$ cat src/rtl/debounce_multi_pkg.sv
`default_nettype none
// ============================================================================
//  Module      : debounce_multi_pkg
//  Description : Shared pong constants (clock rate, 1 ms tick divider,
//                button channel indices) and a counter-width helper.
//  Revision    : 1.0 - initial release
// ============================================================================
package debounce_multi_pkg;

   localparam int CLK_HZ       = 50_000_000;
   localparam int TICK_DIV_1MS = CLK_HZ / 1000;

   localparam int BTN_P1_UP = 0;
   localparam int BTN_P1_DN = 1;
   localparam int BTN_P2_UP = 2;
   localparam int BTN_P2_DN = 3;

   // Bits needed to count 0..n-1, never less than one bit.
   function automatic int width_of(input int n);
      return (n <= 2) ? 1 : $clog2(n);
   endfunction

endpackage : debounce_multi_pkg
`default_nettype wire

$ cat src/rtl/debounce_chan.sv
`default_nettype none
// ============================================================================
//  Module      : debounce_chan
//  Description : One button channel: two-flop synchronizer, symmetric
//                stability filter evaluated on the shared sample tick,
//                registered rise/fall pulses and optional auto-repeat.
//  Revision    : 1.0 - initial release
// ============================================================================
module debounce_chan
   import debounce_multi_pkg::*;
#(
   parameter int STABLE_TICKS = 8,
   parameter int REPEAT_DELAY = 250,
   parameter int REPEAT_RATE  = 50
)(
   input  logic clk,
   input  logic rst,
   input  logic tick,
   input  logic button,
   output logic level,
   output logic rise,
   output logic fall,
   output logic rpt
);

   localparam int            CW       = width_of(STABLE_TICKS);
   localparam logic [CW-1:0] CNT_LAST = CW'(STABLE_TICKS - 1);
   localparam logic [CW-1:0] CNT_ONE  = CW'(1);

   logic [1:0]    sync_q, sync_d;
   logic [CW-1:0] cnt_q,  cnt_d;
   logic          level_q, level_d;
   logic          rise_q,  rise_d;
   logic          fall_q,  fall_d;
   logic          rpt_q,   rpt_d;

   // Shift the raw level into the two-stage synchronizer.
   always_comb begin
      sync_d = {sync_q[0], button};
   end

   // Stability filter: a change is accepted after STABLE_TICKS consecutive
   // disagreeing samples; any agreeing sample restarts qualification.
   always_comb begin
      cnt_d   = cnt_q;
      level_d = level_q;
      rise_d  = 1'b0;
      fall_d  = 1'b0;
      if (tick) begin
         if (sync_q[1] == level_q) begin
            cnt_d = '0;
         end else if (cnt_q == CNT_LAST) begin
            level_d = sync_q[1];
            cnt_d   = '0;
            rise_d  = sync_q[1];
            fall_d  = ~sync_q[1];
         end else begin
            cnt_d = cnt_q + CNT_ONE;
         end
      end
   end

   generate
      if (REPEAT_DELAY > 0) begin : g_repeat
         localparam int            RW        = width_of(REPEAT_DELAY);
         // rcnt reaches REPEAT_DELAY on the tick where it would step past this value.
         localparam logic [RW-1:0] RCNT_DUE  = RW'(REPEAT_DELAY - 1);
         localparam logic [RW-1:0] RCNT_LOAD = RW'((REPEAT_DELAY > REPEAT_RATE) ?
                                                   (REPEAT_DELAY - REPEAT_RATE) : 0);
         localparam logic [RW-1:0] RCNT_ONE  = RW'(1);

         logic [RW-1:0] rcnt_q, rcnt_d;

         // Repeat timer: counts ticks while held; an accepted release wins
         // over a repeat that falls due on the same tick.
         always_comb begin
            rcnt_d = rcnt_q;
            rpt_d  = rise_d;
            if (!level_q) begin
               rcnt_d = '0;
            end else if (tick) begin
               if (fall_d) begin
                  rcnt_d = '0;
               end else if (rcnt_q == RCNT_DUE) begin
                  rpt_d  = 1'b1;
                  rcnt_d = RCNT_LOAD;
               end else begin
                  rcnt_d = rcnt_q + RCNT_ONE;
               end
            end
         end

         // Repeat timer register.
         always_ff @(posedge clk or posedge rst) begin
            if (rst) rcnt_q <= '0;
            else     rcnt_q <= rcnt_d;
         end
      end else begin : g_no_repeat
         assign rpt_d = rise_d;
      end
   endgenerate

   // Channel state and output pulse registers.
   always_ff @(posedge clk or posedge rst) begin
      if (rst) begin
         sync_q  <= '0;
         cnt_q   <= '0;
         level_q <= 1'b0;
         rise_q  <= 1'b0;
         fall_q  <= 1'b0;
         rpt_q   <= 1'b0;
      end else begin
         sync_q  <= sync_d;
         cnt_q   <= cnt_d;
         level_q <= level_d;
         rise_q  <= rise_d;
         fall_q  <= fall_d;
         rpt_q   <= rpt_d;
      end
   end

   assign level = level_q;
   assign rise  = rise_q;
   assign fall  = fall_q;
   assign rpt   = rpt_q;

endmodule : debounce_chan
`default_nettype wire

$ cat src/rtl/debounce_multi.sv
`default_nettype none
// ============================================================================
//  Module      : debounce_multi
//  Description : N-channel push-button debouncer. A shared prescaler makes
//                a one-clock sample tick every TICK_DIV clocks; each channel
//                filters, edge-detects and auto-repeats independently.
//  Revision    : 1.0 - initial release
// ============================================================================
module debounce_multi
   import debounce_multi_pkg::*;
#(
   parameter int N            = 4,
   parameter int TICK_DIV     = TICK_DIV_1MS,
   parameter int STABLE_TICKS = 8,
   parameter int REPEAT_DELAY = 250,
   parameter int REPEAT_RATE  = 50
)(
   input  logic         clk,
   input  logic         rst,
   input  logic [N-1:0] button,
   output logic [N-1:0] level,
   output logic [N-1:0] rise,
   output logic [N-1:0] fall,
   output logic [N-1:0] rpt
);

   localparam int            PW       = width_of(TICK_DIV);
   localparam logic [PW-1:0] PRE_LAST = PW'(TICK_DIV - 1);
   localparam logic [PW-1:0] PRE_ONE  = PW'(1);

   logic [PW-1:0] pre_q, pre_d;
   logic          w_tick;

   assign w_tick = (pre_q == PRE_LAST);

   // Prescaler: wraps at TICK_DIV-1, which is also the tick cycle.
   always_comb begin
      pre_d = w_tick ? '0 : (pre_q + PRE_ONE);
   end

   // Prescaler register.
   always_ff @(posedge clk or posedge rst) begin
      if (rst) pre_q <= '0;
      else     pre_q <= pre_d;
   end

   generate
      for (genvar i = 0; i < N; i++) begin : g_chan
         debounce_chan #(
            .STABLE_TICKS (STABLE_TICKS),
            .REPEAT_DELAY (REPEAT_DELAY),
            .REPEAT_RATE  (REPEAT_RATE)
         ) u_chan (
            .clk    (clk),
            .rst    (rst),
            .tick   (w_tick),
            .button (button[i]),
            .level  (level[i]),
            .rise   (rise[i]),
            .fall   (fall[i]),
            .rpt    (rpt[i])
         );
      end
   endgenerate

endmodule : debounce_multi
`default_nettype wire
$ cat config.mk
export PLATFORM = sky130hd
export DESIGN_NAME = debounce_multi
export DESIGN_NICKNAME = d
export VERILOG_FILES = /design/src/rtl/debounce_multi_pkg.sv /design/src/rtl/debounce_chan.sv /design/src/rtl/debounce_multi.sv
export SDC_FILE = /design/constraint.sdc
export NUM_CORES = 1
export LEC_CHECK = 0
export CAP_MARGIN = 20
export CORE_UTILIZATION = 54
export CTS_BUF_LIST = sky130_fd_sc_hd__clkbuf_16
export CTS_CLUSTER_DIAMETER = 150
export DETAILED_ROUTE_END_ITERATION = 16
export GPL_ROUTABILITY_DRIVEN = 1
export PLACE_DENSITY = 0.76
export SYNTH_ARGS = -nofsm -noshare
export SYNTH_HDL_FRONTEND = slang
export SYNTH_HIERARCHICAL = 1
export SYNTH_SLANG_ARGS = --single-unit
$ cat constraint.sdc
create_clock -name clk -period 2.41 [get_ports clk]
set_clock_uncertainty 0.15 [all_clocks]
set_input_delay 0.3615 -clock clk [delete_from_list [all_inputs] [get_ports clk]]
set_output_delay 0.3615 -clock clk [all_outputs]
set_load 0.005 [all_outputs]
==> impl_metrics.tcl, run 1 <==
set metrics [dict create \
    p_leak_nw 2.446 \
    globalplace.congestion 0.8734 \
    synth_edf_count 0 \
    whs_ps 196.9 \
    die_w_um 89.99 \
    detail_route.wirelength_mm 7.927 \
    synth_ff_type "dfrtp_1" \
    synth.yosys.seq_area_share_pct 50.28 \
    tightest_slew_ps 649.1 \
    wl_per_cell_um 14.41 \
    p_int_w 0.002217 \
    synth.avg_cell_area_sq_um 10.56 \
    htreeDepth 3 \
    clk_pin_slew_ps 60 \
    power_density_nw_per_um2 540.1 \
    cp_cell_sequence "or4b_4 -> nor4_4 -> buf_6 -> nand3b_4 -> o311ai_4 -> nand2b_4 -> o22ai_1" \
    core-area_sq_um 7370 \
    first_global_vias 2872 \
    drv_slew 0 \
    reg2regPathDepth 7 \
    hold_depth 0 \
    syn_nets 419 \
    max_freq_mhz 423.6 \
    clock_latency_ps 330 \
    yosys.area.top_type "dfrtp_1" \
    syn_inst 396 \
    ios 22 \
    critPathCaptureType "register" \
    async_reset_ff_share_pct 100.0 \
    setup_viol 0 \
    grt_max_degree 18 \
    dp.final_hpwl_mm 5.138 \
    clk_path_buf_depth 2 \
    antenna_found_initial 0 \
    drive_gt1_share_pct 17.96 \
    cap_violations 0 \
    start_util_pct 56.72 \
    vias_per_cell 5.622 \
    cts_buffers 9 \
    timing.final.crit_share_pct 97.95 \
    num_rows 31 \
    dr_total_vias 3092 \
    synthDistinctLibCells 39 \
    switchingPower_w 0.0005513 \
    critPathMaxFanout 7 \
    critPathRequiredTime_ps 2470 \
    critical_path_buf_inv_count 1 \
    postRouteAntennaNets 0 \
    cpPeakStageDelay_ps 560 \
    power.total_w 0.002769 \
    drc 0 \
    critPathSlowestCell "or4b_4" \
    critPathKind "reg2reg" \
    yosys_warnings 6 \
    fin_nets 471 \
    clock_sinks 84 \
    synthTopCellsByCount "84 x dfrtp_1, 33 x nor2_1, 29 x inv_1, 29 x nand2_1, 27 x nand3_1" \
    area_delta_synth_final_pct 22.63 \
    drt_iter0_drc 137 \
    min_period_ps 2361 \
    setup_tns_ps 0 \
    final_util_pct 69.56 \
    first_pass_iters 6 \
    port_buffers 21 \
    hold_violations 0 \
    ys_seq_elements 84 \
    p_sw_share_pct 19.91 \
    arrival_ps 2420 \
    synth_top_area_share_pct 50.28 \
    die_y_um 89.99 \
    gr-usage-all-layers_pct 20.26 \
    rsz0062_at_grt "true" \
    cts_hold_buf 0 \
    grt_overflow 0 \
    slew_headroom_pct 56.68 \
    cts_tree "built" \
    fillers 513 \
    holdCritPathClass "reg2reg" \
    n_antenna_cell 0 \
    netlist_area_sq_um 4180 \
    design.die.area_sq_um 8097 \
    yosysMostFrequentCell "dfrtp_1" \
    cp_num_cells 7 \
    p_comb_share_pct 1.8 \
    power_frac_clock_pct 46.9 \
    status "finished, final reports clean" \
    p_seq_share_pct 51.4 \
    cp_top_family "simple AND/OR/NAND/NOR gates" \
    ir_drop_uv 380.2 \
    fin_area_sq_um 5126 \
    grt_first_pass_wirelength_mm 12.97 \
    synthTopCellsByArea "dfrtp_1 50%, ha_1 5.1%, nand3_1 3.2%" \
    cts-root-buf "clkbuf_16" \
    start_kind "register" \
    place_area_sq_um 4574 \
]
## kinds of logic after synthesis
kind of cell             synth area share, %
flip-flops                             50.28
buffers and inverters                  4.160
multiplexers                           1.197
AND/OR/NAND/NOR                        20.71
AO/OA/AOI/OAI                          15.21
adder cells (fa/ha/maj)                5.088
XOR/XNOR                               3.352
## power by group through the flow
stage          registers [W]   logic, W  clock network (W)
2_1_floorplan        0.00145  0.0000311                  0
3_5_place_dp         0.00145  0.0000497                  0
4_1_cts              0.00142  0.0000497            0.00134
5_1_grt              0.00142  0.0000575            0.00141
6_report             0.00142  0.0000487            0.00130
3_3_place_gp         0.00145  0.0000485                  0
## cell usage in the layout (no fill, tap or decap), drive strengths merged, types with 2 or more instances in the layout
cell            n
xnor2           9
o22a            4
or4bb           2
xor2            7
nand2          29
o211ai          4
buf            28
o2bb2ai        12
nand4          10
inv            30
o311ai          4
dfrtp          84
nor2b           9
a21o            4
nand2b         17
nand3b          4
o21a            4
a221oi          4
nor4            4
nand3          27
nor2           33
o21ai          33
ha             17
or3             5
clkbuf          9
o31a            4
and3            8
clkinvlp        3
clkdlybuf4s50  21
nor3            4
mux2i           5
o22ai           8
## layout make-up
class / count / area (sq um) / share of cell area (%)
Clock buffer: 9 / 225.2 / 4.393
Clock inverter: 5 / 56.30 / 1.098
Inverter: 29 / 108.9 / 2.123
Multi-Input combinational cell: 275 / 2079 / 40.57
Sequential cell: 84 / 2103 / 41.03
Tap cell: 99 / 123.9 / 2.416
Timing Repair Buffer: 49 / 429.2 / 8.372
## stage by stage
stage / std cells / worst slack (ps)
floorplan: 396 / -185.0
global placement: 522 / 79.08
detailed placement: 522 / 41.58
CTS: 536 / 12.45
global route: 550 / -20.73
finish: 550 / 49.49
## layer usage
layer  share of wire, %  vias up  track usage (%)
met1                 45     1526            24.89
met5                  0        -                0
met4                1.1        0            8.065
li1                   -     1505                -
met2                 51       50            33.91
met3                2.8       11            5.668
## flip-flops by register name, summed over array words and instances, names as in the netlist
signal                         count
pre_q                             16
g_chan.u_chan/cnt_q               12
g_chan.u_chan/level                4
g_chan.u_chan/rpt                  4
g_chan.u_chan/rise                 4
g_chan.u_chan/sync_q               8
g_chan.u_chan/g_repeat.rcnt_q     32
g_chan.u_chan/fall                 4
## final timing paths
path | start | endpoint | slack, ps
worst max-delay path | pre_q[7]$_DFF_PP0_ | g_chan[1].u_chan/g_repeat.rcnt_q[1]$_DFFE_PP0P_ | 50
worst min-delay path | g_chan[0].u_chan/sync_q[0]$_DFF_PP0_ | g_chan[0].u_chan/sync_q[1]$_DFF_PP0_ | 200
worst max register to register | pre_q[7]$_DFF_PP0_ | g_chan[1].u_chan/g_repeat.rcnt_q[1]$_DFFE_PP0P_ | 50
worst min register to register | g_chan[0].u_chan/sync_q[0]$_DFF_PP0_ | g_chan[0].u_chan/sync_q[1]$_DFF_PP0_ | 200
max in group asynchronous | rst | g_chan[1].u_chan/cnt_q[0]$_DFFE_PP0P_ | 1240
min in group asynchronous | rst | pre_q[1]$_DFF_PP0_ | 430
## worst register-to-register path, cell delays in order (launching register included)
cell and delay [ps]:
dfrtp_1 380, or4b_4 560, nor4_4 410, buf_6 200, nand3b_4 120, o311ai_4 110
nand2b_4 220, o22ai_1 90
## repair_timing
item,4_1_cts,5_1_grt
setup buffers,0,12
endpoints found under the setup margin,0,25
resized for setup,0,31
Note: power is estimated with default switching activity, not from simulation.
==> run 2: changes to the inputs <==
ABC_AREA = 1   (was not set)
==> run 2 against run 1 <==
Effect of this change:
- area after synthesis is 4.3% higher
- non-clock buffer count is 25 lower
- setup slack better by 150 ps
- synthesized cell count is 36% higher
- register-to-register slack better by 150 ps
- largest cell class unchanged
==> impl_metrics.tcl, run 2 <==
set metrics [dict create \
    synthTopCellsByCount "127 x nand2_1, 85 x inv_1, 84 x dfrtp_1" \
    globalplace.congestion 0.8111 \
    cts_hold_buf 0 \
    synth_top_area_share_pct 48.22 \
    rrSetupSlack_ps 200 \
    synth_ff_type "dfrtp_1" \
    hold_path_end "g_chan[3].u_chan/sync_q[1]$_DFF_PP0_" \
    synthTopCellsByArea "dfrtp_1 48%, nand2_1 11%, inv_1 7.3%" \
    wl_met1_mm 3.667 \
    drt_iter0_drc 178 \
    final_cells 675 \
    critPathSlowestCell "dfrtp_1" \
    num_rows 32 \
    rsz0062_at_grt "false" \
    dr_total_vias 3535 \
    synthDistinctLibCells 28 \
    drive_gt1_share_pct 10.65 \
    yosysMostFrequentCell "nand2_1" \
    vias_per_cell 5.237 \
    synth.avg_cell_area_sq_um 8.103 \
    yosys.area.top_type "dfrtp_1" \
    reg_top3 "g_chan.u_chan/g_repeat.rcnt_q (32), pre_q (16), g_chan.u_chan/cnt_q (12)" \
    dpl.cell_count 660 \
    detail_route.wirelength_mm 8.390 \
    clock_latency_ps 330 \
    holdCritPathClass "reg2reg" \
    critPathKind "reg2reg" \
    final_common_cell "nand2_1" \
    die_w_um 91.85 \
    critical_path_buf_inv_count 2 \
    yosys_warnings 6 \
    drc 0 \
    start_util_pct 56.12 \
    status "finished, final reports clean" \
    cts_tree "built" \
    largest_reg_flops 32 \
    wl_met3_um 349 \
    n_antenna_cell 0 \
    fin_nets 592 \
    first_pass_iters 5 \
    worstReg2RegEnd "g_chan[0].u_chan/g_repeat.rcnt_q[4]$_DFFE_PP0P_" \
    area_delta_synth_final_pct 14.01 \
    first_global_vias 3398 \
    final_cell_mix "127 x nand2_1, 86 x inv_1, 84 x dfrtp_1, 54 x nand3_1, 42 x nor2_1" \
    grt_max_degree 18 \
    htreeDepth 3 \
    start_kind "register" \
    slew_headroom_pct 56.63 \
    ir_drop_uv 460.2 \
    power_density_nw_per_um2 557.8 \
    grt_overflow 0 \
    cap_violations 0 \
    port_buffers 21 \
    met2_length_mm 4.212 \
    worstHoldStart "g_chan[3].u_chan/sync_q[0]$_DFF_PP0_" \
    setup_tns_ps 0 \
    tightest_slew_ps 649.8 \
    arrival_ps 2310 \
    critPathCaptureType "register" \
    syn_nets 561 \
    setup_viol 0 \
    gr-usage-all-layers_pct 21.92 \
    min_period_ps 2208 \
    core-area_sq_um 7767 \
    ys_seq_elements 84 \
    timing.final.crit_share_pct 91.63 \
    wl_per_cell_um 12.43 \
    clk_pin_slew_ps 60 \
    synth_edf_count 0 \
    clk_path_buf_depth 2 \
    hold_depth 0 \
    reg2regPathDepth 9 \
    postRouteAntennaNets 0 \
    max_freq_mhz 452.9 \
    cts_buffers 9 \
    antenna_found_initial 0 \
    cpPeakStageDelay_ps 410 \
    synth.yosys.seq_area_share_pct 48.22 \
    async_reset_ff_share_pct 100.0 \
    top_layer "met4" \
    critPathRequiredTime_ps 2510 \
    dp.final_hpwl_mm 5.907 \
    ios 22 \
    die_y_um 91.85 \
    syn_inst 538 \
    drv_slew 0 \
    cp_cell_sequence "ha_1 -> nand3_2 -> nor2_1 -> nand2_2 -> clkinv_2 -> buf_4 -> a31oi_2 -> nand3_1 -> a21oi_1" \
    regMostFlops "g_chan.u_chan/g_repeat.rcnt_q" \
    critPathMaxFanout 17 \
    design.die.area_sq_um 8436 \
    p_leak_nw 2.366 \
    netlist_area_sq_um 4359 \
    cp_top_family "buffers and inverters" \
    grt_first_pass_wirelength_mm 14.71 \
    cts-root-buf "clkbuf_16" \
    clock_sinks 84 \
    hold_violations 0 \
    reg2reg_from "pre_q[0]$_DFF_PP0_" \
]
run 2: timing repair:
| item | CTS | global route |
|---|---|---|
| setup buffers | 0 | 0 |
| endpoints found under the setup margin | 0 | 1 |
| gates resized for setup | 0 | 1 |
run 2: power breakdown:
part / leakage (nW) / switching [W] / total [W] / internal [W]
combinational: 1.09 / 0.0000334 / 0.0000424 / 0.00000900
clock: 0.136 / 0.000521 / 0.00131 / 0.000787
sequential: 1.14 / 0.00000463 / 0.00142 / 0.00142
total: 2.37 / 0.000559 / 0.00277 / 0.00221
run 2: metal layers:
metal	vias to the layer above	GRT usage [%]
met5	-	0
met4	0	7.943
met3	17	4.726
met2	88	38.18
met1	1657	26.68
li1	1773	-
run 2: cell families after synthesis:
group           Yosys count  synth area share (%)
compound gates           68                 10.02
xor+xnor                  9                 1.808
fa+ha+maj                17                 4.879
buf+inv                 106                 9.558
flops                    84                 48.22
simple gates            254                 25.52
run 2: through the flow:
stage / area (sq um) / total power, W / hold slack [ps] / utilization [%] / worst slack [ps]
finish: 4970 / 0.002772 / 198.4 / 63.98 / 201.8
global route: 4970 / 0.002873 / 208.1 / 63.98 / 50.62
CTS: 4969 / 0.002810 / 200.1 / 63.97 / 202.9
detailed placement: 4686 / 0.001492 / 186.4 / 60.33 / 227.2
global placement: 4686 / 0.001491 / 183.3 / 60.33 / 318.6
floorplan: 4359 / 0.001472 / 125.2 / - / 446.2
run 2: area by class of cell:
| type | count | area (sq um) |
|---|---|---|
| clock buffers | 9 | 225.2 |
| inverters | 102 | 384.1 |
| flip-flops and latches | 84 | 2102 |
| clock inverters | 6 | 57.56 |
| repair buffers | 24 | 232.7 |
| well taps | 102 | 127.6 |
| fillers | 665 | 2798 |
| multi-input cells | 348 | 1841 |
run 2: how the worst max path moves through the flow:
stage / cells after the start / end / startpoint
global placement: 11 / g_chan[2].u_chan/g_repeat.rcnt_q[5]$_DFFE_PP0P_ / pre_q[0]$_DFF_PP0_
floorplan: 10 / g_chan[0].u_chan/g_repeat.rcnt_q[2]$_DFFE_PP0P_ / pre_q[0]$_DFF_PP0_
finish: 9 / g_chan[0].u_chan/g_repeat.rcnt_q[4]$_DFFE_PP0P_ / pre_q[0]$_DFF_PP0_
global route: 11 / g_chan[2].u_chan/g_repeat.rcnt_q[5]$_DFFE_PP0P_ / pre_q[0]$_DFF_PP0_
detailed placement: 11 / g_chan[2].u_chan/g_repeat.rcnt_q[5]$_DFFE_PP0P_ / pre_q[0]$_DFF_PP0_
CTS: 11 / g_chan[2].u_chan/g_repeat.rcnt_q[5]$_DFFE_PP0P_ / pre_q[0]$_DFF_PP0_
==> run 3: changes to the inputs <==
SLEW_MARGIN = 20   (was not set)
==> results of run 3 <==
No change in the layout: final DEF, timing and power equal those of run 2.
